## config.mk

```make
export PLATFORM = sky130hd
export DESIGN_NAME = etapa_if
export DESIGN_NICKNAME = d
export VERILOG_FILES = /design/src/rtl/etapa_if.sv
export SDC_FILE = /design/constraint.sdc
export NUM_CORES = 1
export LEC_CHECK = 0
export ABC_AREA = 1
export CELL_PAD_IN_SITES_DETAIL_PLACEMENT = 0
export CELL_PAD_IN_SITES_GLOBAL_PLACEMENT = 1
export CORE_UTILIZATION = 31
export DETAILED_ROUTE_END_ITERATION = 16
export PLACE_DENSITY_LB_ADDON = 0.1
export RECOVER_POWER = 50
export SLEW_MARGIN = 15
export SYNTH_ARGS = -nofsm -noshare
export SYNTH_HDL_FRONTEND = slang
export SYNTH_SLANG_ARGS = --single-unit
```

## constraint.sdc

```tcl
create_clock -name CLK -period 4.7 [get_ports CLK]
set_input_delay 0.94 -clock CLK [delete_from_list [all_inputs] [get_ports CLK]]
set_output_delay 0.94 -clock CLK [all_outputs]
set_load 0.02 [all_outputs]
```

## src/rtl/etapa_if.sv

```systemverilog
// etapa_if: instruction-fetch stage between the PC counter and IF/ID.
// Req/ack fetch, one-entry skid buffer on stall, flush, align/timeout traps.
module etapa_if #(
    parameter logic [31:0] NOP      = 32'h0000_0000,
    parameter int unsigned MAX_WAIT = 15
) (
    input  logic        CLK,
    input  logic        Reset,
    input  logic [31:0] PC,
    input  logic        Stall,
    input  logic        Flush,
    output logic        IMemReq,
    output logic [31:0] IMemAddr,
    input  logic        IMemAck,
    input  logic [31:0] IMemData,
    output logic [31:0] PCMC,
    output logic        en,
    output logic [31:0] InstrD,
    output logic [31:0] PCPlus4D,
    output logic        ValidD,
    output logic        ErrAlign,
    output logic        ErrTimeout
);

    typedef enum logic [1:0] {
        INICIO,
        PIDE,
        ESPERA,
        FALLA
    } estado_t;

    localparam logic [7:0] WAIT_LIM = 8'(MAX_WAIT - 1);

    estado_t     state_q, state_d;
    logic [7:0]  wait_q, wait_d;
    logic [31:0] buf_instr_q, buf_instr_d;
    logic [31:0] buf_pc4_q, buf_pc4_d;
    logic [31:0] instr_q, instr_d;
    logic [31:0] pc4_q, pc4_d;
    logic        valid_q, valid_d;
    logic        erra_q, erra_d;
    logic        errt_q, errt_d;
    logic        xfer;
    logic [31:0] xfer_word;
    logic [31:0] xfer_pc4;

    assign PCMC       = PC + 32'd4;
    assign IMemAddr   = PC;
    assign InstrD     = instr_q;
    assign PCPlus4D   = pc4_q;
    assign ValidD     = valid_q;
    assign ErrAlign   = erra_q;
    assign ErrTimeout = errt_q;

    always_comb begin
        state_d     = state_q;
        wait_d      = wait_q;
        buf_instr_d = buf_instr_q;
        buf_pc4_d   = buf_pc4_q;
        erra_d      = erra_q;
        errt_d      = errt_q;
        IMemReq     = 1'b0;
        en          = 1'b0;
        xfer        = 1'b0;
        xfer_word   = NOP;
        xfer_pc4    = pc4_q;
        unique case (state_q)
            INICIO: state_d = PIDE;
            PIDE: begin
                if (PC[1:0] != 2'b00) begin
                    erra_d  = 1'b1;
                    state_d = FALLA;
                end else begin
                    IMemReq = 1'b1;
                    if (IMemAck) begin
                        wait_d = 8'd0;
                        if (Flush) begin
                            en = 1'b1;
                        end else if (!Stall) begin
                            en        = 1'b1;
                            xfer      = 1'b1;
                            xfer_word = IMemData;
                            xfer_pc4  = PCMC;
                        end else begin
                            buf_instr_d = IMemData;
                            buf_pc4_d   = PCMC;
                            state_d     = ESPERA;
                        end
                    end else if (wait_q == WAIT_LIM) begin
                        errt_d  = 1'b1;
                        state_d = FALLA;
                    end else begin
                        wait_d = wait_q + 8'd1;
                    end
                end
            end
            ESPERA: begin
                // A flush simply abandons the buffered word.
                if (Flush) begin
                    en      = 1'b1;
                    state_d = PIDE;
                end else if (!Stall) begin
                    en        = 1'b1;
                    xfer      = 1'b1;
                    xfer_word = buf_instr_q;
                    xfer_pc4  = buf_pc4_q;
                    state_d   = PIDE;
                end
            end
            FALLA: state_d = FALLA;
            default: state_d = INICIO;
        endcase
    end

    always_comb begin
        instr_d = instr_q;
        pc4_d   = pc4_q;
        valid_d = valid_q;
        if (Flush) begin
            instr_d = NOP;
            valid_d = 1'b0;
        end else if (Stall) begin
            instr_d = instr_q;
        end else if (xfer) begin
            instr_d = xfer_word;
            pc4_d   = xfer_pc4;
            valid_d = 1'b1;
        end else begin
            instr_d = NOP;
            valid_d = 1'b0;
        end
    end

    always_ff @(posedge CLK or posedge Reset) begin
        if (Reset) begin
            state_q     <= INICIO;
            wait_q      <= 8'd0;
            buf_instr_q <= NOP;
            buf_pc4_q   <= 32'd0;
            instr_q     <= NOP;
            pc4_q       <= 32'd0;
            valid_q     <= 1'b0;
            erra_q      <= 1'b0;
            errt_q      <= 1'b0;
        end else begin
            state_q     <= state_d;
            wait_q      <= wait_d;
            buf_instr_q <= buf_instr_d;
            buf_pc4_q   <= buf_pc4_d;
            instr_q     <= instr_d;
            pc4_q       <= pc4_d;
            valid_q     <= valid_d;
            erra_q      <= erra_d;
            errt_q      <= errt_d;
        end
    end

endmodule

```

Word level (Yosys, flattened, before mapping) --
Cells that the tools add are included. Widths: inputs -> output; s select.
Word-level totals: input port bits 69, register bits after elaboration 141
Cells by class: equality and inequality tests 12, mux-type cells 33, bitwise operators 4, reductions and logical operators 9, add/subtract/negate cells 2
Operators with widths (count):
- $mux 32 | 7
- $pmux 32 s2 | 2
- $add 32x3->32 const B | 1
- $mux 8 | 2
- $mux 2 | 7
- $mux 1 | 12
- $ne 4x4->1 const B | 3
- $add 8x1->8 const B | 1
- $eq 8x4->1 const B | 1
- $pmux 2 s4 | 1
- $reduce_and 4->1 | 2
- $ne 2x2->1 const B | 3
- $reduce_and 6->1 | 1
- $reduce_and 5->1 | 1
- $eq 2x2->1 const B | 2
- $not 1->1 | 4
- $pmux 1 s2 | 2
- $reduce_bool 2->1 | 2
- $ne 3x3->1 const B | 1
- $reduce_and 3->1 | 1
- $eq 2x1->1 const B | 1
- $logic_not 2->1 | 1
- $ne 2x1->1 const B | 1
- $reduce_and 2->1 | 1

Depth between registers and ports, before layout --
Gate-level depths: netlist (run 1).
depth after elaboration 8, mapped depth 11, depth with buffers taken out 10

Worst setup path after synthesis (run 1) --
No wires, ideal clock.
path type input to output, from input port PC[0], to output port en, setup slack 1.712 ns, data arrival time 2.048 ns, cell stages on the path 6, path through nor2_2 > nand2_1 > inv_2 > nand2_4 > nand2_4 > nor3b_1
Between the ends: longest elaborated chain between the ends 3
Ends and longest elaborated chain:
- start, declared | line 9 | input logic [31:0] PC,
- $reduce_bool 2->1 | line 70 | if (PC[1:0] != 2'b00) begin
- $mux 1 | line 70
- $pmux 1 s2 | line 67 | unique case (state_q)
- end, declared | line 17 | output logic en,
No other way between the ends.

Worst setup path in the final report (run 1) --
from input port PC[3], to output port PCMC[22]
Between the ends: longest elaborated chain between the ends 1
Ends and longest elaborated chain:
- $add 32x3->32 | line 47 | assign PCMC = PC + 32'd4;
- end, declared | line 16 | output logic [31:0] PCMC,
No other way between the ends.

==> results of run 1 <==
cell usage in the layout, fill, tap and decap left out, types with 5 or more instances in the layout:
cell type,synthesis,routed
inv_6,0,6
xor2_1,6,6
o21ai_0,101,101
inv_2,6,6
a31oi_1,6,6
nand2_1,391,391
clkdlybuf4s50_1,0,144
clkbuf_16,0,17
inv_1,94,93
dfrtp_1,141,141
nor2_2,6,5
o21ai_1,5,5
dlygate4sd3_1,0,57
ha_1,6,6
buf_4,39,9
nor2_1,86,87
nand3_1,80,80
worst reg2reg max path: cells and delay by family, from the launching register on:
family / cells / cell delay [ns]
AO/OA/AOI/OAI: 1 / 0.21
adder cells (fa/ha/maj): 1 / 0.66
buffers and inverters: 4 / 1.93
flip-flops: 1 / 0.42
AND/OR/NAND/NOR: 4 / 0.53
state kept, by name, indices dropped and copies added, names as in the netlist:
signal	flops
PCPlus4D	32
InstrD	32
ErrAlign	1
ValidD	1
buf_instr_q	32
state_q	2
buf_pc4_q	32
ErrTimeout	1
wait_q	8
cells by family (layout without fill, tap and decap cells):
kind of cell	count (synthesis)	after routing
buffers and inverters	176	345
AO/OA/AOI/OAI	122	122
other	0	1
flip-flops	141	141
adder cells (fa/ha/maj)	6	6
AND/OR/NAND/NOR	578	578
XOR/XNOR	10	10
metrics by stage:
stage               utilization (%)  setup slack [ns]  power [mW]
floorplan                         -              1.71        1.38
global placement               40.4             0.328        1.54
detailed placement             40.4             0.314        1.53
CTS                            43.0             0.311        2.98
global route                   42.9            0.0863        3.04
finish                         42.9             0.360        2.92
how the worst max path moves through the flow:
stage	startpoint	endpoint	slack, ns	cells past startpoint
final	PC[3]	PCMC[22]	0.36	9
after global routing	PC[3]	PCMC[22]	0.09	9
after floorplan	PC[0]	en	1.71	6
after CTS	PC[3]	PCMC[22]	0.31	9
after detailed placement	PC[3]	PCMC[22]	0.31	9
after global placement	PC[3]	PCMC[26]	0.33	9
area by class of cell:
cell class                      instances  area (sq um)
Antenna cell                            1          2.50
Clock inverter                         15           176
Timing Repair Buffer                  213          2090
Multi-Input combinational cell        716          3150
Inverter                              100           377
Clock buffer                           17           425
Tap cell                              319           399
Sequential cell                       141          3530
Fill cell                            2541         13500
power by group through the flow:
| stage | Clock [mW] | Combinational (mW) | Sequential, mW |
|---|---|---|---|
| 4_1_cts | 1.46 | 0.294 | 1.22 |
| 2_1_floorplan | 0 | 0.132 | 1.25 |
| 5_1_grt | 1.51 | 0.310 | 1.22 |
| 6_report | 1.42 | 0.284 | 1.22 |
| 3_5_place_dp | 0 | 0.293 | 1.24 |
| 3_3_place_gp | 0 | 0.295 | 1.24 |
per-layer routing:
| layer | up-vias | GRT usage, % | routed length [um] |
|---|---|---|---|
| li1 | 3519 | - | - |
| met1 | 3143 | 23.5 | 9930 |
| met2 | 153 | 32.2 | 10800 |
| met3 | 10 | 5.91 | 1530 |
| met4 | 0 | 3.98 | 158 |
| met5 | - | 0 | 0 |
==> flow_summary_export.csv, run 1 <==
group,metric,value,unit
routing,vias_per_cell,4.48,
yosys,synth.most_common_cell,"nand2_1",
critical_path,rrSetupSlack,0.90,ns
critical_path,r2r-start,"state_q[0]",
power_and_ir_drop,clkPwrFrac,48.6,%
die,dieWidth,158,um
global_route,grt_antenna_before_repair,1,
routing,num_vias,6825,
power_and_ir_drop,pwr-share-seq,41.7,%
final_layout,stdcell_count,1522,
sta,worst_slew_pin_slew,2.41,ns
final_layout,layout-drive-gt1-share,5.16,%
power_and_ir_drop,p_sw_share,26.6,%
global_route,grt_pass1_vias,6787,
yosys,synthSimpleGateAreaFrac,31.2,%
sta,max_freq,230,MHz
critical_path,crit_path_start_kind,"input pin",
run_status,failed_checks,"capacitance limit, slew limit",
yosys,synth_ff_type,"dfrtp_1",
routing,wl,22500,um
critical_path,crit_required,3.76,ns
yosys,yosysUniqueCellTypes,34,
yosys,synth-edff-count,0,
yosys,synth.largest_area_cell,"dfrtp_1",
sta,grt_setup_unrepaired,"no",
yosys,synth_top_area_share,46.8,%
place,gp_routability_congestion,0.805,
min_path,min_path_cells,2,
clock_network,cts_tree,"built",
job,drv_cap,3,
clock_network,root_buffer,"clkbuf_16",
routing,drc,0,
yosys,synthesis.instances,1033,
critical_path,slowest_stage,"clkdlybuf4s50_1",
yosys,yosys-top-cells-count,"nand2_1, dfrtp_1, o21ai_0",
clock_network,path_clk_slew,0.07,ns
final_layout,syn2layout_area_growth,34.7,%
sta,maxSlewHeadroom,-60.6,%
critical_path,reg2reg_depth,10,
sta,fin_skew,0.0114,ns
place,numPortBuffers,201,
routing,first_iter_violations,290,
yosys,synth_sequential_area_ratio,46.8,%
global_route,grt_max_degree,91,
critical_path,end_kind,"primary output",
clock_network,cts_sinks,141,
die,die_h,158,um
yosys,ys.warnings.count,0,
place,dp.cells,1489,
clock_network,cts_hold_buf,0,
run_status,outcome,"finished, violations left",
power_and_ir_drop,p_sw,0.777,mW
routing,wire_per_inst,14.8,um
critical_path,max_stage_delay,0.61,ns
final_layout,final_area,0.0102,sq mm
clock_network,htree_levels,4,
yosys,syn_avg_cell_area,7.30,sq um
clock_network,cts_resized,0,
global_route,grt_pass1_wl,36100,um
yosys,synthAdderAreaFrac,0.996,%
place,postPlaceCellArea,0.00958,sq mm
routing,ant_nets,0,
critical_path,crit_chain,"clkdlybuf4s50_1, ha_1, nand2_1, nor2_1, nand2_1, nor2_2, nand3_1, nand2_1, clkdlybuf4s50_1",
yosys,synth_top_family_by_area,"simple AND/OR/NAND/NOR gates",
critical_path,crit_buf_inv,2,
critical_path,crit_fanout,5,
yosys,syn-num-nets,1108,
sta,finalCriticalPeriod,4.34,ns
die,std_cell_rows,56,
yosys,synth_mux_area_share,0,%
clock_network,cts_buffer_depth,2,
power_and_ir_drop,ir_drop,0.231,mV
place,place.detailed.hpwl,15200,um
global_route,gr-total-overflow,0,
min_path,hold_path.class,"register to register",
die,dieArea,0.0249,sq mm
final_layout,nets,1264,
sta,hold_ws,0.472,ns
power_and_ir_drop,pwr_density_cell,288,mW/mm^2
die,start_util,31.8,%
clock_network,cts_setup_buffers,0,
sta,tns,0,ns
power_and_ir_drop,p_comb_share,9.7,%
critical_path,crit_family,"buffers and inverters",
critical_path,critPathKind,"input pin to primary output",
sta,final_hold_viol_count,0,
critical_path,cp.arrival,3.40,ns
critical_path,r2r-end,"PCPlus4D[10]",
power_and_ir_drop,p_int,2.15,mW
clock_network,worstSkewPairLatency,0.43,ns
die,ios,202,
sta,timing.final.crit_share,92.3,%
yosys,synth_compound_area_share,8.40,%
die,core_area,0.0237,sq mm
yosys,synth.cell_area,0.00754,sq mm
global_route,grt_usage,19.0,%
yosys,synthArstFlopShare,100,%
yosys,ys_ff_latch,141,
critical_path,cp_common_cell,"nand2_1",
sta,setup_viol_count_final,0,
min_path,hp-start,"InstrD[14]",
sta,slew_violations,171,
routing,drt_first_pass_iters,5,
min_path,hold_end,"InstrD[14]",
clock_network,cts_made_buffers,17,
power_and_ir_drop,p_leak,5.21,nW
yosys,synth_xor_area_share,1.16,%
yosys,synthTopCellsByArea,"dfrtp_1, nand2_1, o21ai_0, nand3_1, inv_1",
No activity file was read; power rests on OpenSTA's default activity.
==> run 2, diff against run 1 <==
SKIP_CTS_REPAIR_TIMING = 1   (was not set)
==> results of run 2 <==
No change in the layout: final DEF, timing and power equal those of run 1.
